**src/rtl/rename_pkg.sv**
```systemverilog
// rename_pkg: shared constants, block-reason encodings and a clog2 helper for the rename stage.
package rename_pkg;
  localparam int W_DEF        = 2;
  localparam int NUM_ARCH_DEF = 32;
  localparam int NUM_PHYS_DEF = 64;
  typedef enum logic [2:0] {
    BR_NONE  = 3'd0,
    BR_EMPTY = 3'd1,
    BR_ROB   = 3'd2,
    BR_IQ    = 3'd3,
    BR_LSQ   = 3'd4,
    BR_REGS  = 3'd5
  } block_reason_e;
  function automatic int clog2(input int n);
    int r;
    r = 0;
    while ((1 << r) < n) r++;
    return r;
  endfunction
endpackage

```
**src/rtl/rename_slot_alloc.sv**
```systemverilog
// rename_slot_alloc: picks the longest in-order dispatchable prefix and each slot's free-list index.
module rename_slot_alloc import rename_pkg::*; #(
  parameter int W  = W_DEF,
  parameter int CW = 3
) (
  input  logic [W-1:0]  valid_i,
  input  logic [W-1:0]  need_dest_i,
  input  logic [W-1:0]  mem_i,
  input  logic [CW-1:0] rob_free_i,
  input  logic [CW-1:0] iq_free_i,
  input  logic [CW-1:0] lsq_free_i,
  input  logic [CW-1:0] free_count_i,
  output logic [W-1:0]  disp_o,
  output logic [CW-1:0] free_idx_o [W],
  output logic [CW-1:0] pop_o,
  output logic [CW-1:0] grab_o,
  output block_reason_e reason_o
);
  always_comb begin
    logic ok;
    logic [CW-1:0] mcnt, dcnt, mn, dn;
    block_reason_e r;
    ok = 1'b1;
    mcnt = '0;
    dcnt = '0;
    pop_o = '0;
    disp_o = '0;
    reason_o = BR_NONE;
    for (int i = 0; i < W; i++) begin
      mn = mcnt + CW'(mem_i[i]);
      dn = dcnt + CW'(need_dest_i[i]);
      r = !valid_i[i]                 ? BR_EMPTY :
          CW'(i + 1) > rob_free_i     ? BR_ROB   :
          CW'(i + 1) > iq_free_i      ? BR_IQ    :
          mn > lsq_free_i             ? BR_LSQ   :
          dn > free_count_i           ? BR_REGS  : BR_NONE;
      free_idx_o[i] = dcnt;
      disp_o[i] = ok && (r == BR_NONE);
      if (ok && r != BR_NONE) reason_o = r;
      ok = disp_o[i];
      if (ok) begin
        mcnt = mn;
        dcnt = dn;
        pop_o = CW'(i + 1);
      end
    end
    grab_o = dcnt;
  end
endmodule

```
**src/rtl/rename_wide.sv**
```systemverilog
// rename_wide: W-wide in-order rename/dispatch with intra-group bypass and a registered output group.
module rename_wide import rename_pkg::*; #(
  parameter int W        = W_DEF,
  parameter int NUM_ARCH = NUM_ARCH_DEF,
  parameter int NUM_PHYS = NUM_PHYS_DEF,
  parameter int LA       = clog2(NUM_ARCH),
  parameter int LP       = clog2(NUM_PHYS),
  parameter int PW       = 128,
  parameter int CW       = 3
) (
  input  logic                   CLK,
  input  logic                   RESET,
  input  logic                   Flush,
  input  logic [W-1:0]           In_valid,
  input  logic [W*LA-1:0]        In_src_a,
  input  logic [W*LA-1:0]        In_src_b,
  input  logic [W*LA-1:0]        In_dest,
  input  logic [W-1:0]           In_reg_write,
  input  logic [W-1:0]           In_mem_read,
  input  logic [W-1:0]           In_mem_write,
  input  logic [W*PW-1:0]        In_payload,
  input  logic [NUM_ARCH*LP-1:0] Map_flat,
  input  logic [NUM_PHYS-1:0]    Busy_phys,
  input  logic [W*LP-1:0]        Free_regs,
  input  logic [CW-1:0]          Free_count,
  input  logic [CW-1:0]          Rob_free,
  input  logic [CW-1:0]          Iq_free,
  input  logic [CW-1:0]          Lsq_free,
  output logic [CW-1:0]          Pop_count,
  output logic [CW-1:0]          Grab_count,
  output logic [W-1:0]           Frat_update,
  output logic [W*LA-1:0]        Frat_arch,
  output logic [W*LP-1:0]        Frat_phys,
  output logic [W-1:0]           Out_valid,
  output logic [W*LP-1:0]        Out_src_a_phys,
  output logic [W*LP-1:0]        Out_src_b_phys,
  output logic [W-1:0]           Out_src_a_rdy,
  output logic [W-1:0]           Out_src_b_rdy,
  output logic [W-1:0]           Out_has_dest,
  output logic [W*LP-1:0]        Out_dest_phys,
  output logic [W-1:0]           Out_to_lsq,
  output logic [W*PW-1:0]        Out_payload,
  output logic                   Blocked,
  output logic [2:0]             Block_reason
);
  logic kill;
  logic [LA-1:0] sa [W], sb [W], dst [W];
  logic [LP-1:0] map [NUM_ARCH], free_a [W], dphys [W];
  logic [W-1:0] nd, mem, disp, fu;
  logic [CW-1:0] free_idx [W], pop, grab;
  block_reason_e reason, reason_q;
  logic [W*LP-1:0] pa_d, pb_d, dp_d, pa_q, pb_q, dp_q;
  logic [W-1:0] ra_d, rb_d, ra_q, rb_q, valid_q, hd_q, lsq_q;
  logic [W*PW-1:0] pay_q;
  logic blocked_q;
  assign kill = RESET | Flush;
  always_comb begin
    nd = '0;
    mem = '0;
    for (int i = 0; i < W; i++) begin
      sa[i] = In_src_a[i*LA +: LA];
      sb[i] = In_src_b[i*LA +: LA];
      dst[i] = In_dest[i*LA +: LA];
      free_a[i] = Free_regs[i*LP +: LP];
      nd[i] = In_reg_write[i] && (dst[i] != '0);
      mem[i] = In_mem_read[i] | In_mem_write[i];
    end
    for (int a = 0; a < NUM_ARCH; a++) map[a] = Map_flat[a*LP +: LP];
  end
  rename_slot_alloc #(.W(W), .CW(CW)) u_alloc (
    .valid_i      (In_valid),
    .need_dest_i  (nd),
    .mem_i        (mem),
    .rob_free_i   (Rob_free),
    .iq_free_i    (Iq_free),
    .lsq_free_i   (Lsq_free),
    .free_count_i (Free_count),
    .disp_o       (disp),
    .free_idx_o   (free_idx),
    .pop_o        (pop),
    .grab_o       (grab),
    .reason_o     (reason)
  );
  assign fu          = disp & nd;
  assign Frat_update = kill ? '0 : fu;
  assign Pop_count   = kill ? '0 : pop;
  assign Grab_count  = kill ? '0 : grab;
  always_comb begin
    logic [LP-1:0] pa, pb;
    logic ra, rb;
    pa_d = '0;
    pb_d = '0;
    dp_d = '0;
    ra_d = '0;
    rb_d = '0;
    Frat_arch = '0;
    Frat_phys = '0;
    for (int i = 0; i < W; i++) begin
      dphys[i] = '0;
      for (int k = 0; k < W; k++) if (free_idx[i] == CW'(k)) dphys[i] = free_a[k];
      pa = map[sa[i]];
      ra = !Busy_phys[pa];
      pb = map[sb[i]];
      rb = !Busy_phys[pb];
      // ascending scan leaves the nearest older in-group writer in place
      for (int j = 0; j < i; j++) begin
        if (fu[j] && dst[j] == sa[i]) begin
          pa = dphys[j];
          ra = 1'b0;
        end
        if (fu[j] && dst[j] == sb[i]) begin
          pb = dphys[j];
          rb = 1'b0;
        end
      end
      if (sa[i] == '0) begin
        pa = '0;
        ra = 1'b1;
      end
      if (sb[i] == '0) begin
        pb = '0;
        rb = 1'b1;
      end
      pa_d[i*LP +: LP] = pa;
      pb_d[i*LP +: LP] = pb;
      ra_d[i] = ra;
      rb_d[i] = rb;
      dp_d[i*LP +: LP] = nd[i] ? dphys[i] : '0;
      Frat_arch[i*LA +: LA] = Frat_update[i] ? dst[i] : '0;
      Frat_phys[i*LP +: LP] = Frat_update[i] ? dphys[i] : '0;
    end
  end
  always_ff @(posedge CLK) begin
    if (RESET) begin
      valid_q <= '0;
      pa_q <= '0;
      pb_q <= '0;
      ra_q <= '0;
      rb_q <= '0;
      hd_q <= '0;
      dp_q <= '0;
      lsq_q <= '0;
      pay_q <= '0;
      blocked_q <= 1'b1;
      reason_q <= BR_NONE;
    end else begin
      valid_q <= Flush ? '0 : disp;
      pa_q <= pa_d;
      pb_q <= pb_d;
      ra_q <= ra_d;
      rb_q <= rb_d;
      hd_q <= nd;
      dp_q <= dp_d;
      lsq_q <= mem;
      pay_q <= In_payload;
      blocked_q <= Flush || !disp[0];
      reason_q <= Flush ? BR_NONE : reason;
    end
  end
  assign Out_valid      = valid_q;
  assign Out_src_a_phys = pa_q;
  assign Out_src_b_phys = pb_q;
  assign Out_src_a_rdy  = ra_q;
  assign Out_src_b_rdy  = rb_q;
  assign Out_has_dest   = hd_q;
  assign Out_dest_phys  = dp_q;
  assign Out_to_lsq     = lsq_q;
  assign Out_payload    = pay_q;
  assign Blocked        = blocked_q;
  assign Block_reason   = reason_q;
endmodule

```
**config.mk**
```make
export PLATFORM = sky130hd
export DESIGN_NAME = rename_wide
export DESIGN_NICKNAME = d
export VERILOG_FILES = /design/src/rtl/rename_pkg.sv /design/src/rtl/rename_slot_alloc.sv /design/src/rtl/rename_wide.sv
export SDC_FILE = /design/constraint.sdc
export NUM_CORES = 1
export LEC_CHECK = 0
export CELL_PAD_IN_SITES_DETAIL_PLACEMENT = 1
export CELL_PAD_IN_SITES_GLOBAL_PLACEMENT = 2
export CORE_AREA = 4 4 357 359
export CTS_CLUSTER_SIZE = 16
export DETAILED_ROUTE_END_ITERATION = 10
export DIE_AREA = 0 0 361 363
export PLACE_DENSITY = 0.63
export REMOVE_ABC_BUFFERS = 1
export SYNTH_ARGS = -nofsm -noshare
export SYNTH_HDL_FRONTEND = slang
export SYNTH_HIERARCHICAL = 1
export SYNTH_SLANG_ARGS = --single-unit
```
**constraint.sdc**
```tcl
create_clock -name CLK -period 4.85 [get_ports CLK]
set_input_delay 0.7275 -clock CLK [delete_from_list [all_inputs] [get_ports CLK]]
set_output_delay 0.7275 -clock CLK [all_outputs]
set_load 0.03 [all_outputs]
```
==> key figures, run 1 <==
STA
  • Worst-Margin Slew: 1160 ps
  • Final setup fails: 14
  • Final Hold Fails: 0
  • Setup tns final: -1010 ps
  • Max Clock Freq: 201 MHz
  • Min cycle time layout: 4970 ps
  • RSZ-0062 raised after global routing: true
  • Final WS setup: -115 ps
  • Slew HR: 22.3%
  • Final Cycle Share: 102%
  • Max-slew violations: 0

Global route
  • Antenna violations before repair: 59
  • First-pass GRT wire length: 162000 um
  • Remaining global-route overflow: 0
  • Vias in the first global route: 18.0k
  • Largest net degree at the start of global routing: 141
  • Total GRT Usage: 17.7%

Yosys
  • Cell variety after synth: 73
  • Commonest cells post-synth: dfxtp_1 (306), nor2b_1 (283), mux4_2 (242)
  • Top FF cell, synth: dfxtp_1
  • Yosys warnings: 6
  • Mapped Area: 0.0180 sq mm
  • Mapped Cells: 1489
  • Post-synth EDFFs: 0
  • Synth async-reset ratio: 0%
  • Sequential fraction of the synthesis area: 34.1%
  • Syn_area_per_cell: 12.1 sq um
  • Most common cell in the netlist: dfxtp_1
  • Synth top area cells: dfxtp_1 (34%), mux4_2 (30%), nor2b_1 (9.9%)
  • Top cell type's share of synthesized area: 34.1%
  • Post-synth top area cell: dfxtp_1
  • Yosys reg bits: 306

Layout
  • Share of layout cells above drive strength 1: 21.4%
  • Fillers: 13.9k
  • Area grow syn2layout: 72.1%
  • Fin area: 0.0309 sq mm
  • Register area: 0.00613 sq mm
  • Nets: 2999
  • Area occupied by multi-input gates: 0.0113 sq mm
  • Core Util, Final: 25.0%

CTS
  • Max clock buf depth: 3
  • Worst-path clk slew: 60 ps
  • H-tree depth: 2
  • Root Buffer: clkbuf_16
  • TritonCTS Sinks: 306
  • CTS buffer count: 39
  • TritonCTS clock tree: built

Run
  • Max cap viols: 0

Floorplanning
  • Die width: 361 um
  • Initial core utilization: 14.5%
  • I/O pin cnt: 913
  • Die ar.: 0.131 sq mm
  • # rows: 129
  • Die height: 363 um
  • Area of the core: 0.124 sq mm

Route
  • Residual DRC: 0
  • Vias per inst: 4.15
  • Post-Route WL: 122000 um
  • WL per Instance: 29.7 um
  • Post-route antenna net violation count: 0
  • Iter 0 DRT Violations: 1074
  • Router iterations before antenna repair: 5
  • Via count: 17.0k

Placed design
  • DP Wirelength: 102000 um
  • Pre-CTS WS: -900 ps
  • GPL Wtd Cong: 0.830
  • # port buffers: 910
  • Area post-placement: 0.0292 sq mm

Critical path
  • Worst Setup End Kind: output pin
  • Crit. path cell count: 19
  • Top delay family on crit path: simple AND/OR/NAND/NOR gates
  • Peak fanout along the critical path: 5
  • Crit path capture: Frat_arch[9]
  • Crit-path slowest cell: or4_4
  • WP buf/inv: 5
  • Critical Path Source Type: input pin
  • Worst path max stage delay: 530 ps
  • CP arrival: 4240 ps
  • Worst EP required: 4120 ps
  • WS Path Type: input pin to output pin
  • Setup crit start: In_dest[4]
  • Crit path cell chain: buf_6 -> or4_4 -> o21a_1 -> inv_2 -> ha_4 -> nor4_4 -> nor2_2 -> and3_4 -> ha_4 -> inv_2 -> ha_4 -> a21oi_4 -> o21a_1 -> nor4_4 -> and2_4 -> and2_4 -> buf_6 -> and3_4 -> buf_6

Worst hold path
  • Hold Path Class: input pin to flop

Power
  • PwrDens: 290 mW/mm^2
  • Lkg Pwr: 0.0112 uW
  • VDD IR max: 0.175 mV

Status
  • Failing checks: negative setup slack
  • Status: finished with violations
## layout by cell type, fill, tap and decap left out, drive strengths merged, types with 4 or more instances in the layout
cell type	Yosys	routed
a211oi	18	18
a21oi	16	16
a221oi	4	4
a22oi	23	23
and2	22	22
and3	11	11
buf	72	129
bufinv	0	8
clkbuf	54	57
clkdlybuf4s50	0	872
conb	1	7
dfxtp	306	306
diode	0	13
ha	8	8
inv	22	24
mux2	36	36
mux2i	111	111
mux4	245	245
nand2	38	38
nand3	35	35
nor2	64	64
nor2b	283	283
nor3	5	5
nor4	7	7
o2111ai	4	4
o211ai	5	5
o21a	4	4
o21ai	22	22
or2	9	9
xnor2	6	6
xor2	4	4
## registers in the layout, summed over array words and instances (netlist names)
name	count
Block_reason	3
Blocked	1
Out_dest_phys	12
Out_has_dest	2
Out_payload	256
Out_src_a_phys	12
Out_src_a_rdy	2
Out_src_b_phys	12
Out_src_b_rdy	2
Out_to_lsq	2
Out_valid	2
## per-stage QoR
step / power, uW / hold WS, ps / instances
CTS: 9150 / 505 / 4079
global placement: 5710 / 1110 / 4003
global route: 9360 / 510 / 4081
floorplan: 4090 / 799 / 1369
detailed placement: 5710 / 1120 / 4003
finish: 8950 / 523 / 4093
## power breakdown
part	switching, uW	internal [uW]
Combinational	1490	1450
Clock	1250	2050
Sequential	45.2	2670
Total	2790	6170
## kinds of logic after synthesis
family | after synthesis | synth area share [%]
mux | 392 | 39.2
buf+inv | 148 | 4.40
flops | 306 | 34.1
other cells | 1 | 0.0209
xor+xnor | 10 | 0.488
compound gates | 131 | 5.45
fa+ha+maj | 8 | 0.557
simple gates | 493 | 15.8
## layer usage
layer | routed length, um | track usage, %
met5 | 270 | 0
met4 | 1680 | 2.48
met3 | 9850 | 5.57
met2 | 60400 | 31.2
met1 | 49500 | 21.7
## worst min-delay path by stage
stage	from	end	slack, ps	cells after the start
global placement	RESET	Out_payload[173]	1110	2
detailed placement	RESET	Out_payload[139]	1120	2
floorplan	RESET	Out_payload[0]	800	1
CTS	RESET	Out_payload[139]	500	2
finish	RESET	Out_payload[240]	520	2
global route	RESET	Out_payload[62]	510	2
## cell type report
cell class | instances | area share [%]
sequential | 306 | 19.8
inverter | 22 | 0.267
multi-input combinational | 1041 | 36.5
tap | 1637 | 6.63
clock inverter | 15 | 0.976
antenna | 13 | 0.105
timing repair buffer | 1004 | 32.1
clock buffer | 55 | 3.65
## what timing repair did
action	4_1_cts	5_1_grt
buffers inserted	6	1
gates resized for setup	33	32
hold buffers	0	0
endpoints found under the setup margin	21	15
pin swaps	19	13
No activity file was read; power rests on OpenSTA's default activity.
==> run 2, diff against run 1 <==
--- a/config.mk
+++ b/config.mk
@@ -17,3 +17,4 @@
 export SYNTH_HDL_FRONTEND = slang
 export SYNTH_HIERARCHICAL = 1
 export SYNTH_SLANG_ARGS = --single-unit
+export TNS_END_PERCENT = 30
==> key figures, run 2 (synthesis gave the netlist of run 1 again) <==
STA
  • RSZ-0062 raised after global routing: true
  • Final setup fails: 14
  • Final WS setup: -117 ps
  • Max Clock Freq: 201 MHz
  • Slew HR: 22.8%
  • Max-slew violations: 0
  • Min cycle time layout: 4970 ps
  • Worst-Margin Slew: 1160 ps
  • Final Hold Fails: 0
  • Final Cycle Share: 102%

Global route
  • Largest net degree at the start of global routing: 141
  • Antenna violations before repair: 59
  • Vias in the first global route: 18.0k
  • Total GRT Usage: 17.7%
  • Remaining global-route overflow: 0
  • First-pass GRT wire length: 162000 um

Power
  • VDD IR max: 0.175 mV
  • Power, Total: 8960 uW
  • Lkg Pwr: 0.0112 uW
  • PwrDens: 290 mW/mm^2

CTS
  • Worst-path clk slew: 60 ps
  • Hold buffer count at cts: 0
  • H-tree depth: 2
  • CTS buffer count: 39
  • TritonCTS Sinks: 306
  • Root Buffer: clkbuf_16
  • Max clock buf depth: 3
  • TritonCTS clock tree: built

Layout
  • Area grow syn2layout: 72.0%
  • Share of layout cells above drive strength 1: 21.2%
  • Most frequent cells in the layout: clkdlybuf4s50_1 (872), dfxtp_1 (306), nor2b_1 (283), mux4_2 (242), mux2i_1 (111)
  • Fin cells: 4091
  • Fin area: 0.0309 sq mm
  • Fillers: 13.9k
  • Most common cell after layout, fill and taps aside: clkdlybuf4s50_1
  • Nets: 2999
  • Max reg flops: 256
  • Core Util, Final: 25.0%

Route
  • Iter 0 DRT Violations: 1066
  • Residual DRC: 0
  • Post-route antenna net violation count: 0
  • WL per Instance: 29.8 um
  • Post-Route WL: 122000 um
  • Vias per inst: 4.15
  • Via count: 17.0k
  • Router iterations before antenna repair: 5

Critical path
  • Setup crit start: In_dest[4]
  • Worst Setup End Kind: output pin
  • Peak fanout along the critical path: 5
  • CP arrival: 4240 ps
  • Worst EP required: 4120 ps
  • WS Path Type: input pin to output pin
  • Critical Path Source Type: input pin

Floorplanning
  • Die width: 361 um
  • Die ar.: 0.131 sq mm
  • Initial core utilization: 14.5%
  • Area of the core: 0.124 sq mm
  • Die height: 363 um
  • # rows: 129
  • I/O pin cnt: 913

Worst hold path
  • Min-delay src: RESET
  • Hold Path Class: input pin to flop
  • Hold path cells: 2
  • Hold endpoint: Out_payload[240]

Placed design
  • DP Wirelength: 102000 um
  • # port buffers: 910
  • Area post-placement: 0.0292 sq mm
  • GPL Wtd Cong: 0.830
  • Placed cell count: 4003

Run
  • Max cap viols: 0

Status
  • Status: finished with violations
  • Failing checks: negative setup slack
==> run 2: cell types whose count changed in the layout (fill, tap and decap cells not counted), sizes merged <==
cell / change
diode: -2
==> run 2: critical path, stage by stage <==
cell and delay [ps]:
buf_6 90, or4_4 530, o21a_1 210, inv_2 70, ha_4 210, nor4_4 330
nor2_2 90, and3_4 190, ha_4 250, inv_2 40, ha_4 260, a21oi_4 50
o21a_1 150, nor4_4 270, and2_4 190, and2_4 170, buf_6 110, and3_4 180
buf_6 120
==> run 2: cell type report <==
| cell class | count | area [sq um] | share of cell area (%) |
|---|---|---|---|
| well taps | 1637 | 2050 | 6.63 |
| diodes | 11 | 27.5 | 0.0891 |
| multi-input cells | 1041 | 11300 | 36.5 |
| clock inverters | 15 | 302 | 0.976 |
| repair buffers | 1004 | 9910 | 32.1 |
| flip-flops and latches | 306 | 6130 | 19.8 |
| clock buffers | 55 | 1130 | 3.65 |
| inverters | 22 | 82.6 | 0.267 |
==> run 2: worst max-delay path by stage <==
stage | end | slack (ps) | cells past startpoint
6_report | Frat_arch[9] | -120 | 19
5_1_grt | Frat_arch[9] | -250 | 19
4_1_cts | Frat_arch[9] | 6 | 19
3_5_place_dp | Frat_phys[11] | -900 | 18
3_3_place_gp | Frat_phys[11] | -840 | 18
2_1_floorplan | Frat_phys[10] | -270 | 16
==> run 2: routing by layer <==
metal | vias to the layer above | wire length, um | GRT usage, %
met5 | - | 267 | 0
met1 | 8650 | 49600 | 21.7
met2 | 715 | 60400 | 31.2
met4 | 44 | 1680 | 2.48
met3 | 115 | 9790 | 5.57
li1 | 7469 | - | -
==> run 2: repair_timing <==
action / CTS / global route
endpoints found under the hold margin: 0 / 0
pin swaps: 19 / 13
buffers inserted: 6 / 1
endpoints found under the setup margin: 21 / 15
resized for setup: 33 / 27
==> run 2: report_power, final <==
part	leakage, uW	internal (uW)	switching, uW
Sequential	0.00255	2670	45.2
Clock	0.000691	2050	1250
Combinational	0.00797	1450	1490
Total	0.0112	6170	2790
==> run 2: through the flow <==
step / setup TNS [ps] / setup WS [ps] / hold slack (ps)
4_1_cts: 0 / 5.77 / 505
3_3_place_gp: -11480 / -845 / 1110
5_1_grt: -3040 / -247 / 510
2_1_floorplan: -1790 / -270 / 799
6_report: -1000 / -117 / 524
3_5_place_dp: -12510 / -900 / 1120
